**config.mk**
```make
export PLATFORM = sky130hd
export DESIGN_NAME = cell_plotter
export DESIGN_NICKNAME = d
export VERILOG_FILES = /design/src/rtl/maze_pkg.sv /design/src/rtl/cell_scan_counter.sv /design/src/rtl/cell_plotter.sv
export SDC_FILE = /design/constraint.sdc
export NUM_CORES = 1
export LEC_CHECK = 0
export CORE_AREA = 4 4 58 60
export CTS_CLUSTER_SIZE = 30
export DETAILED_ROUTE_END_ITERATION = 10
export DIE_AREA = 0 0 62 64
export GPL_ROUTABILITY_DRIVEN = 0
export PLACE_DENSITY = 0.76
export SYNTH_ARGS = -nofsm -noshare
export SYNTH_HDL_FRONTEND = slang
export SYNTH_SLANG_ARGS = --single-unit
```
**constraint.sdc**
```tcl
create_clock -name clk -period 2.8 [get_ports clk]
set_input_delay 0.7 -clock clk [delete_from_list [all_inputs] [get_ports clk]]
set_output_delay 0.7 -clock clk [all_outputs]
set_load 0.1 [all_outputs]
```
**src/rtl/maze_pkg.sv**
```systemverilog
// Shared constants and types for the maze display path.
//   - Default cell geometry and visible screen size.
//   - Foreground (player) and background (erase) colours.
//   - State encoding for the cell_plotter FSM.
//   - cnt_width(): counter width needed to count 0..n-1, at least 1 bit.
package maze_pkg;

  localparam int DEF_CELL_W   = 4;
  localparam int DEF_CELL_H   = 4;
  localparam int DEF_SCREEN_W = 160;
  localparam int DEF_SCREEN_H = 120;
  localparam int DEF_COLOR_W  = 3;

  localparam logic [DEF_COLOR_W-1:0] MAZE_FG = 3'b010;
  localparam logic [DEF_COLOR_W-1:0] MAZE_BG = 3'b000;

  typedef enum logic [1:0] {
    ST_IDLE = 2'd0,
    ST_DRAW = 2'd1,
    ST_DONE = 2'd2
  } plot_state_t;

  function automatic int cnt_width(input int n);
    return (n > 1) ? $clog2(n) : 1;
  endfunction

endpackage

```
**src/rtl/cell_scan_counter.sv**
```systemverilog
// Two-dimensional raster counter for one maze cell.
//   clk, reset : clock, synchronous active-high reset
//   clear      : force col/row back to 0 (held while the plotter is idle)
//   en         : advance one pixel; col is the inner counter, row the outer
//   col, row   : current pixel offset inside the cell
//   last       : current pixel is the bottom-right one of the cell
module cell_scan_counter
  import maze_pkg::*;
#(
  parameter int CELL_W = DEF_CELL_W,
  parameter int CELL_H = DEF_CELL_H,
  parameter int CW     = cnt_width(CELL_W),
  parameter int RW     = cnt_width(CELL_H)
) (
  input  logic          clk,
  input  logic          reset,
  input  logic          clear,
  input  logic          en,
  output logic [CW-1:0] col,
  output logic [RW-1:0] row,
  output logic          last
);

  localparam logic [CW-1:0] LAST_COL = CW'(CELL_W - 1);
  localparam logic [RW-1:0] LAST_ROW = RW'(CELL_H - 1);

  logic col_wrap;
  assign col_wrap = (col == LAST_COL);
  assign last     = col_wrap && (row == LAST_ROW);

  // NOTE: state registers use non-blocking assignments so every register
  // samples the pre-edge values regardless of statement order.
  always_ff @(posedge clk) begin
    if (reset || clear) begin
      col <= '0;
      row <= '0;
    end else if (en) begin
      if (col_wrap) begin
        col <= '0;
        row <= (row == LAST_ROW) ? '0 : row + RW'(1);
      end else begin
        col <= col + CW'(1);
      end
    end
  end

endmodule

```
**src/rtl/cell_plotter.sv**
```systemverilog
// Rasterises one maze cell into the VGA adapter's pixel-write port, one pixel
// per clock, on a single-cycle plot request from the game controller.
//   clk, reset     : clock, synchronous active-high reset
//   plot           : draw request, taken only while ready=1
//   s_color        : 0 = background (erase), 1 = player; latched with plot
//   cell_x, cell_y : cell column/row, latched with plot
//   ready          : combinational, high only in IDLE
//   busy           : registered, high in DRAW and DONE
//   done           : registered one-cycle pulse after the last pixel
//   vga_x, vga_y, vga_colour, vga_plot : registered pixel-write port
// Build option: define CELL_PLOTTER_CLIP_EN to suppress vga_plot for pixels
// outside SCREEN_W x SCREEN_H (scan timing is unchanged).
module cell_plotter
  import maze_pkg::*;
#(
  parameter int CELL_W   = DEF_CELL_W,
  parameter int CELL_H   = DEF_CELL_H,
  parameter int GX_W     = 5,
  parameter int GY_W     = 5,
  parameter int X_W      = 8,
  parameter int Y_W      = 7,
  parameter int COLOR_W  = DEF_COLOR_W,
  parameter logic [COLOR_W-1:0] FG_COLOR = COLOR_W'(MAZE_FG),
  parameter logic [COLOR_W-1:0] BG_COLOR = COLOR_W'(MAZE_BG),
  parameter int SCREEN_W = DEF_SCREEN_W,
  parameter int SCREEN_H = DEF_SCREEN_H
) (
  input  logic               clk,
  input  logic               reset,
  input  logic               plot,
  input  logic               s_color,
  input  logic [GX_W-1:0]    cell_x,
  input  logic [GY_W-1:0]    cell_y,
  output logic               ready,
  output logic               busy,
  output logic               done,
  output logic [X_W-1:0]     vga_x,
  output logic [Y_W-1:0]     vga_y,
  output logic [COLOR_W-1:0] vga_colour,
  output logic               vga_plot
);

  localparam int CW = cnt_width(CELL_W);
  localparam int RW = cnt_width(CELL_H);

  plot_state_t        state;
  logic [X_W-1:0]     base_x;
  logic [Y_W-1:0]     base_y;
  logic [COLOR_W-1:0] colour_q;
  logic               last_sent;   // final pixel has been issued
  logic [CW-1:0]      col;
  logic [RW-1:0]      row;
  logic               scan_last;
  logic [X_W-1:0]     px;
  logic [Y_W-1:0]     py;
  logic               in_screen;

  // NOTE: ready is decoded straight from the state register so the
  // controller sees it in the same cycle; it adds no extra latency.
  assign ready = (state == ST_IDLE);

  cell_scan_counter #(
    .CELL_W (CELL_W),
    .CELL_H (CELL_H),
    .CW     (CW),
    .RW     (RW)
  ) u_scan (
    .clk   (clk),
    .reset (reset),
    .clear (state == ST_IDLE),
    .en    ((state == ST_DRAW) && !last_sent),
    .col   (col),
    .row   (row),
    .last  (scan_last)
  );

  // Coordinates wrap modulo 2^X_W / 2^Y_W by construction.
  assign px = base_x + X_W'(col);
  assign py = base_y + Y_W'(row);

`ifdef CELL_PLOTTER_CLIP_EN
  assign in_screen = (32'(px) < SCREEN_W) && (32'(py) < SCREEN_H);
`else
  assign in_screen = 1'b1;
`endif

  always_ff @(posedge clk) begin
    if (reset) begin
      state      <= ST_IDLE;
      busy       <= 1'b0;
      done       <= 1'b0;
      vga_plot   <= 1'b0;
      vga_x      <= '0;
      vga_y      <= '0;
      vga_colour <= '0;
      base_x     <= '0;
      base_y     <= '0;
      colour_q   <= '0;
      last_sent  <= 1'b0;
    end else begin
      case (state)
        ST_IDLE: begin
          done     <= 1'b0;
          vga_plot <= 1'b0;
          if (plot) begin
            base_x    <= X_W'(32'(cell_x) * 32'(CELL_W));
            base_y    <= Y_W'(32'(cell_y) * 32'(CELL_H));
            colour_q  <= s_color ? FG_COLOR : BG_COLOR;
            last_sent <= 1'b0;
            busy      <= 1'b1;
            state     <= ST_DRAW;
          end
        end
        ST_DRAW: begin
          if (last_sent) begin
            vga_plot <= 1'b0;
            done     <= 1'b1;
            state    <= ST_DONE;
          end else begin
            vga_x      <= px;
            vga_y      <= py;
            vga_colour <= colour_q;
            vga_plot   <= in_screen;
            last_sent  <= scan_last;
          end
        end
        ST_DONE: begin
          done  <= 1'b0;
          busy  <= 1'b0;
          state <= ST_IDLE;
        end
        default: begin
          busy     <= 1'b0;
          done     <= 1'b0;
          vga_plot <= 1'b0;
          state    <= ST_IDLE;
        end
      endcase
    end
  end

endmodule

```
# Word-level counts from Yosys, hierarchy flattened

Index checks and enable logic that the tools add are counted.

Logic and storage cells: 51
Register bits after elaboration: 41

Add/subtract/negate cells: 4
Reductions and logical operators: 13
Equal/unequal tests: 6
Mux-type cells: 13
Bitwise operators: 2

Operator list:

| cell                                                 | number |
|---|---|
| AND reduction 2 bit                                  | 6 |
| 2-to-1 mux 2 bit                                     | 5 |
| adder 7 x 2 -> 8 bit                                 | 1 |
| adder 7 x 2 -> 7 bit                                 | 1 |
| equality test 2 bit (second input constant)          | 3 |
| case mux 1 bit (2 select lines)                      | 3 |
| adder 2 x 1 -> 2 bit (second input constant)         | 2 |
| 2-to-1 mux 1 bit                                     | 4 |
| inequality test 2 bit (second input constant)        | 2 |
| case mux 2 bit (2 select lines)                      | 1 |
| equality test 2 x 1 -> 1 bit (second input constant) | 1 |
| logical AND 1 bit                                    | 2 |
| logical NOT 2 bit                                    | 1 |
| inverter 1 bit                                       | 2 |
| nonzero test 2 bit                                   | 1 |
| OR reduction 2 bit                                   | 1 |
| logical NOT 1 bit                                    | 1 |
| logical OR 1 bit                                     | 1 |

# Longest topological paths before layout

Word-level depth: 4
Mapped depth: 6
Mapped depth without buffers: 4

# Cells and area by module

Synthesis repeated with hierarchy kept, for this count alone.

Cells, all modules: 147
Area, all modules: 1,535.2 um2

By module, submodules not included:

| module            | cells each | instances | area an instance (um2) | sequential area each (um2) |
|---|---|---|---|---|
| cell_plotter      | 128        | 1         | 1,333.8                | 640.6 |
| cell_scan_counter | 19         | 1         | 201.4                  | 80.1 |

# Least setup slack after synthesis

No wires, ideal clock.

Kind: reg-to-output
Start point: register state[1]
End point: output ready
Arrival: 1.712 ns
Path slack: 0.388 ns
Buffers on the path: 1
Stages on the path, launching flop included: 3
Path through: dfxtp_1 > buf_2 > nor2_1

Cells in the longest elaborated chain, start to end: 1

Ends and longest elaborated chain:

| what                   | line                | text |
|---|---|---|
| start, declared        | cell_plotter.sv:46  | `plot_state_t state;` |
| start signal, assigned | cell_plotter.sv:89  | `state <= ST_IDLE;` |
| start signal, assigned | cell_plotter.sv:111 | `state <= ST_DRAW;` |
| start signal, assigned | cell_plotter.sv:118 | `state <= ST_DONE;` |
| logical NOT 2 bit      | cell_plotter.sv:60  | `assign ready = (state == ST_IDLE);` |
| end, declared          | cell_plotter.sv:34  | `output logic ready,` |

Every way passes these cells.

# Worst setup path after layout

Same ends and word-level chain as after synthesis.

==> implementation parameters <==
Parameter                              Value

Status
  Status    finished, final reports clean

Hold path
  Hold Path Depth    2
  Startpoint of the worst hold path    base_x[2]
  Type of the most critical hold path    flop to flop
  Capture endpoint of the worst hold path    base_x[2]

Worst setup path
  Critical path startpoint category    flop
  CP max stage delay    0.43 ns
  Arrival @ worst endpoint    roughly 1.3 ns
  Critical Setup Path Class    flop to primary output
  List of cells traversed by the critical path    nor2_1 -> buf_4
  Number of cells on the worst reg-to-reg path    4
  Reg-to-reg critical path endpoint    vga_x[5]
  Maximum fanout along the worst path    8
  CP endpoint kind    primary output
  Slowest cell on the critical path    sky130_fd_sc_hd__dfxtp_1
  Worst reg-to-reg setup slack    1.00 ns
  Data required time at the worst endpoint    between 2 and 2.5 ns
  Critical register-to-register path startpoint    state[0]

Die
  Die width    about 62 um
  I/O pin count    36
  Initial Util    a little under half
  CORE AREA    just under 3000 um2
  Site row count    20
  Area of the die    ~4000 um2
  Vertical die dimension    about 64 um

Synth
  Synth async-reset ratio    0%
  Biggest area contributors in the synthesized netlist    sky130_fd_sc_hd__dfxtp_1, sky130_fd_sc_hd__mux2i_1, sky130_fd_sc_hd__nor2_1
  Average footprint of a synthesized cell    10.6 um2
  Yosys warning count    0
  Post-synthesis instance area    1370 um2
  Number of synthesized flops with an enable pin    0
  Post-synthesis sequential area ratio    a little over half
  Cell with the most instances after synthesis    sky130_fd_sc_hd__nor2_1
  Synthesized flop and latch total    36
  Commonest cells in the netlist    sky130_fd_sc_hd__nor2_1, sky130_fd_sc_hd__dfxtp_1, sky130_fd_sc_hd__mux2i_1, sky130_fd_sc_hd__buf_4, sky130_fd_sc_hd__clkbuf_1
  Yosys top cell area share    52.5%
  Top_reg_cell synth    sky130_fd_sc_hd__dfxtp_1
  Cell taking the most area after synthesis    sky130_fd_sc_hd__dfxtp_1
  Mapped Cells    129
  Number of unique standard cell types used by synthesis    21

Power
  Clock power share    35.5%
  Switching power    between 200 and 300 uW
  Proportion of power drawn by combinational gates    roughly 16%
  Maximum VDD drop    roughly 0.55 mV
  Cell Pwr Density    about 650 nW/um2
  Sequential share of power    between 40% and 50%
  P_int    about 830 uW
  Sw frac    26.4%
  Leakage    0.743 nW

Clock network
  Clock Latency Late Sink    between 0.3 and 0.4 ns
  H-Tree Level Count    2
  Clock slew at reported path FFs    ~0.11 ns
  Clock tree from TritonCTS    done
  Clk sink count    36
  CTS Buf Count    5
  Post-CTS Hold Buffers    0
  Number of setup buffers added after CTS    0
  CTS resizes    0
  Number of buffers on the longest clock path    2
  Buffer cell driving the clock tree root    sky130_fd_sc_hd__clkbuf_4

Timing
  Total Negative Setup Slacks    0 ns
  Unrepaired setup endpoints after global routing    false
  Maximum operating frequency    between 0.5 and 0.6 GHz
  Normalized max-slew margin    around three fifths
  Fin crit share    70.0%
  Final setup violation count    0
  Min setup slack post-route    roughly 0.84 ns
  Final min period    1.96 ns
  Number of hold violations in the final report    0
  Pin slew with the least headroom to its limit    0.600 ns
  Worst clock skew    between 0.01 and 0.015 ns
  Final slew viol count    0

Cells and area
  Total Nets Final    179
  Fin area    approximately 1700 um2
  Post-layout utilization of the core    59.3%
  Fill cell instance count of the final layout    around 260
  Number of antenna cells inserted    0
  Fraction of final layout cells with drive strength greater than 1    about a fifth
  Post-Layout Cell Count    around 200
  Area grow syn2layout    26.5%

Global route
  Wire length of the first global-routing pass    4250 um
  Total GRT Usage    14.6%
  Via count of the first global-routing pass    951
  Overflow after GRT    0
  Pin count of the biggest net entering global routing    34
  Number of antenna violations at the first check in global routing    0

Detailed routing
  Average wire length per cell after detail routing    ~13 um
  Total vias in the final route    984
  1st-iter DRT viols    33
  Final WL    around 2500 um
  Remaining design rule violation count    0
  Drt via density    around 5.0
  First-pass DRT Iterations    4
  Number of nets still failing antenna checks after routing    0

Place
  Placement-stage worst setup slack    between 0.6 and 0.7 ns
  Port Buffer Count    32
  Area after DPL    1640 um2
  HPWL after DPL    1820 um
  Number of placed cells counting well taps    ~190

Job
  Number of violations of the max-capacitance limit    0
==> per-stage QoR <==
stage                     hold slack (ns)  total power [mW]
final                               0.503              1.13
after CTS                           0.510              1.14
after detailed placement            0.485             0.738
after global placement              0.476             0.735
after global routing                0.529              1.18
after floorplan                     0.460             0.701
==> area by class of cell <==
cell class,count,area [um2],area share (%)
flip-flops and latches,36,721,41.5
multi-input cells,83,577,33.2
repair buffers,35,295,17.0
clock buffers,7,65.1,3.75
well taps,33,41.3,2.38
clock inverters,1,30.0,1.73
inverters,2,7.51,0.432
==> kinds of logic (layout without fill, tap and decap cells) <==
kind of cell	Yosys count	count (layout)	synth area share, %
compound gates	3	3	1.46
fa+ha+maj	2	2	1.82
buf+inv	12	45	6.47
flops	36	36	52.5
mux	30	30	21.9
other cells	1	3	0.273
simple gates	45	45	15.6
==> state kept, by name (all words and copies together), names as in the netlist <==
signal      cells
state           2
base_y          5
vga_colour      1
vga_plot        1
vga_x           7
busy            1
last_sent       1
u_scan.row      2
base_x          5
colour_q        1
u_scan.col      2
vga_y           7
done            1
==> layout by cell type (no fill, tap or decap) <==
master / synthesis / final
sky130_fd_sc_hd__buf_4: 3 / 22
sky130_fd_sc_hd__clkbuf_8: 0 / 2
sky130_fd_sc_hd__nor3b_4: 1 / 2
sky130_fd_sc_hd__or2_2: 1 / 1
sky130_fd_sc_hd__nor2_1: 38 / 38
sky130_fd_sc_hd__clkbuf_4: 0 / 5
sky130_fd_sc_hd__mux2i_1: 30 / 30
sky130_fd_sc_hd__nor4bb_1: 1 / 1
sky130_fd_sc_hd__nor3_1: 1 / 1
sky130_fd_sc_hd__ha_1: 2 / 2
sky130_fd_sc_hd__clkdlybuf4s50_1: 0 / 13
sky130_fd_sc_hd__nor4_1: 1 / 1
sky130_fd_sc_hd__a31oi_1: 1 / 1
sky130_fd_sc_hd__dfxtp_1: 36 / 36
sky130_fd_sc_hd__and4bb_2: 1 / 1
sky130_fd_sc_hd__a21oi_1: 1 / 1
sky130_fd_sc_hd__bufinv_16: 0 / 1
sky130_fd_sc_hd__conb_1: 1 / 3
sky130_fd_sc_hd__inv_1: 2 / 2
sky130_fd_sc_hd__a41oi_1: 1 / 1
==> worst max path at each step <==
stage / end / depth (start not counted) / from
finish: ready / 2 / state[1]
CTS: ready / 2 / state[1]
global route: ready / 2 / state[1]
global placement: base_y[5] / 5 / plot
detailed placement: base_y[2] / 5 / plot
floorplan: ready / 2 / state[1]
==> layer usage <==
metal	vias up	wire, um	track usage, %
met3	7	199	7.68
met4	0	57	5.57
met1	444	1180	19.3
met2	41	1090	19.8
li1	492	-	-
met5	-	0	0
==> critical path: cells and delay by family (launching register included) <==
family                 cells  cell delay, ns
flip-flops                 1            0.43
AND/OR/NAND/NOR            1            0.18
buffers and inverters      1            0.31
==> power groups by stage <==
stage / Clock [mW] / Sequential (mW) / Combinational [mW]
CTS: 0.410 / 0.543 / 0.184
finish: 0.400 / 0.543 / 0.183
global placement: 0 / 0.555 / 0.181
global route: 0.437 / 0.546 / 0.192
detailed placement: 0 / 0.555 / 0.184
floorplan: 0 / 0.602 / 0.0995
Power figures use the tool's default switching activity.
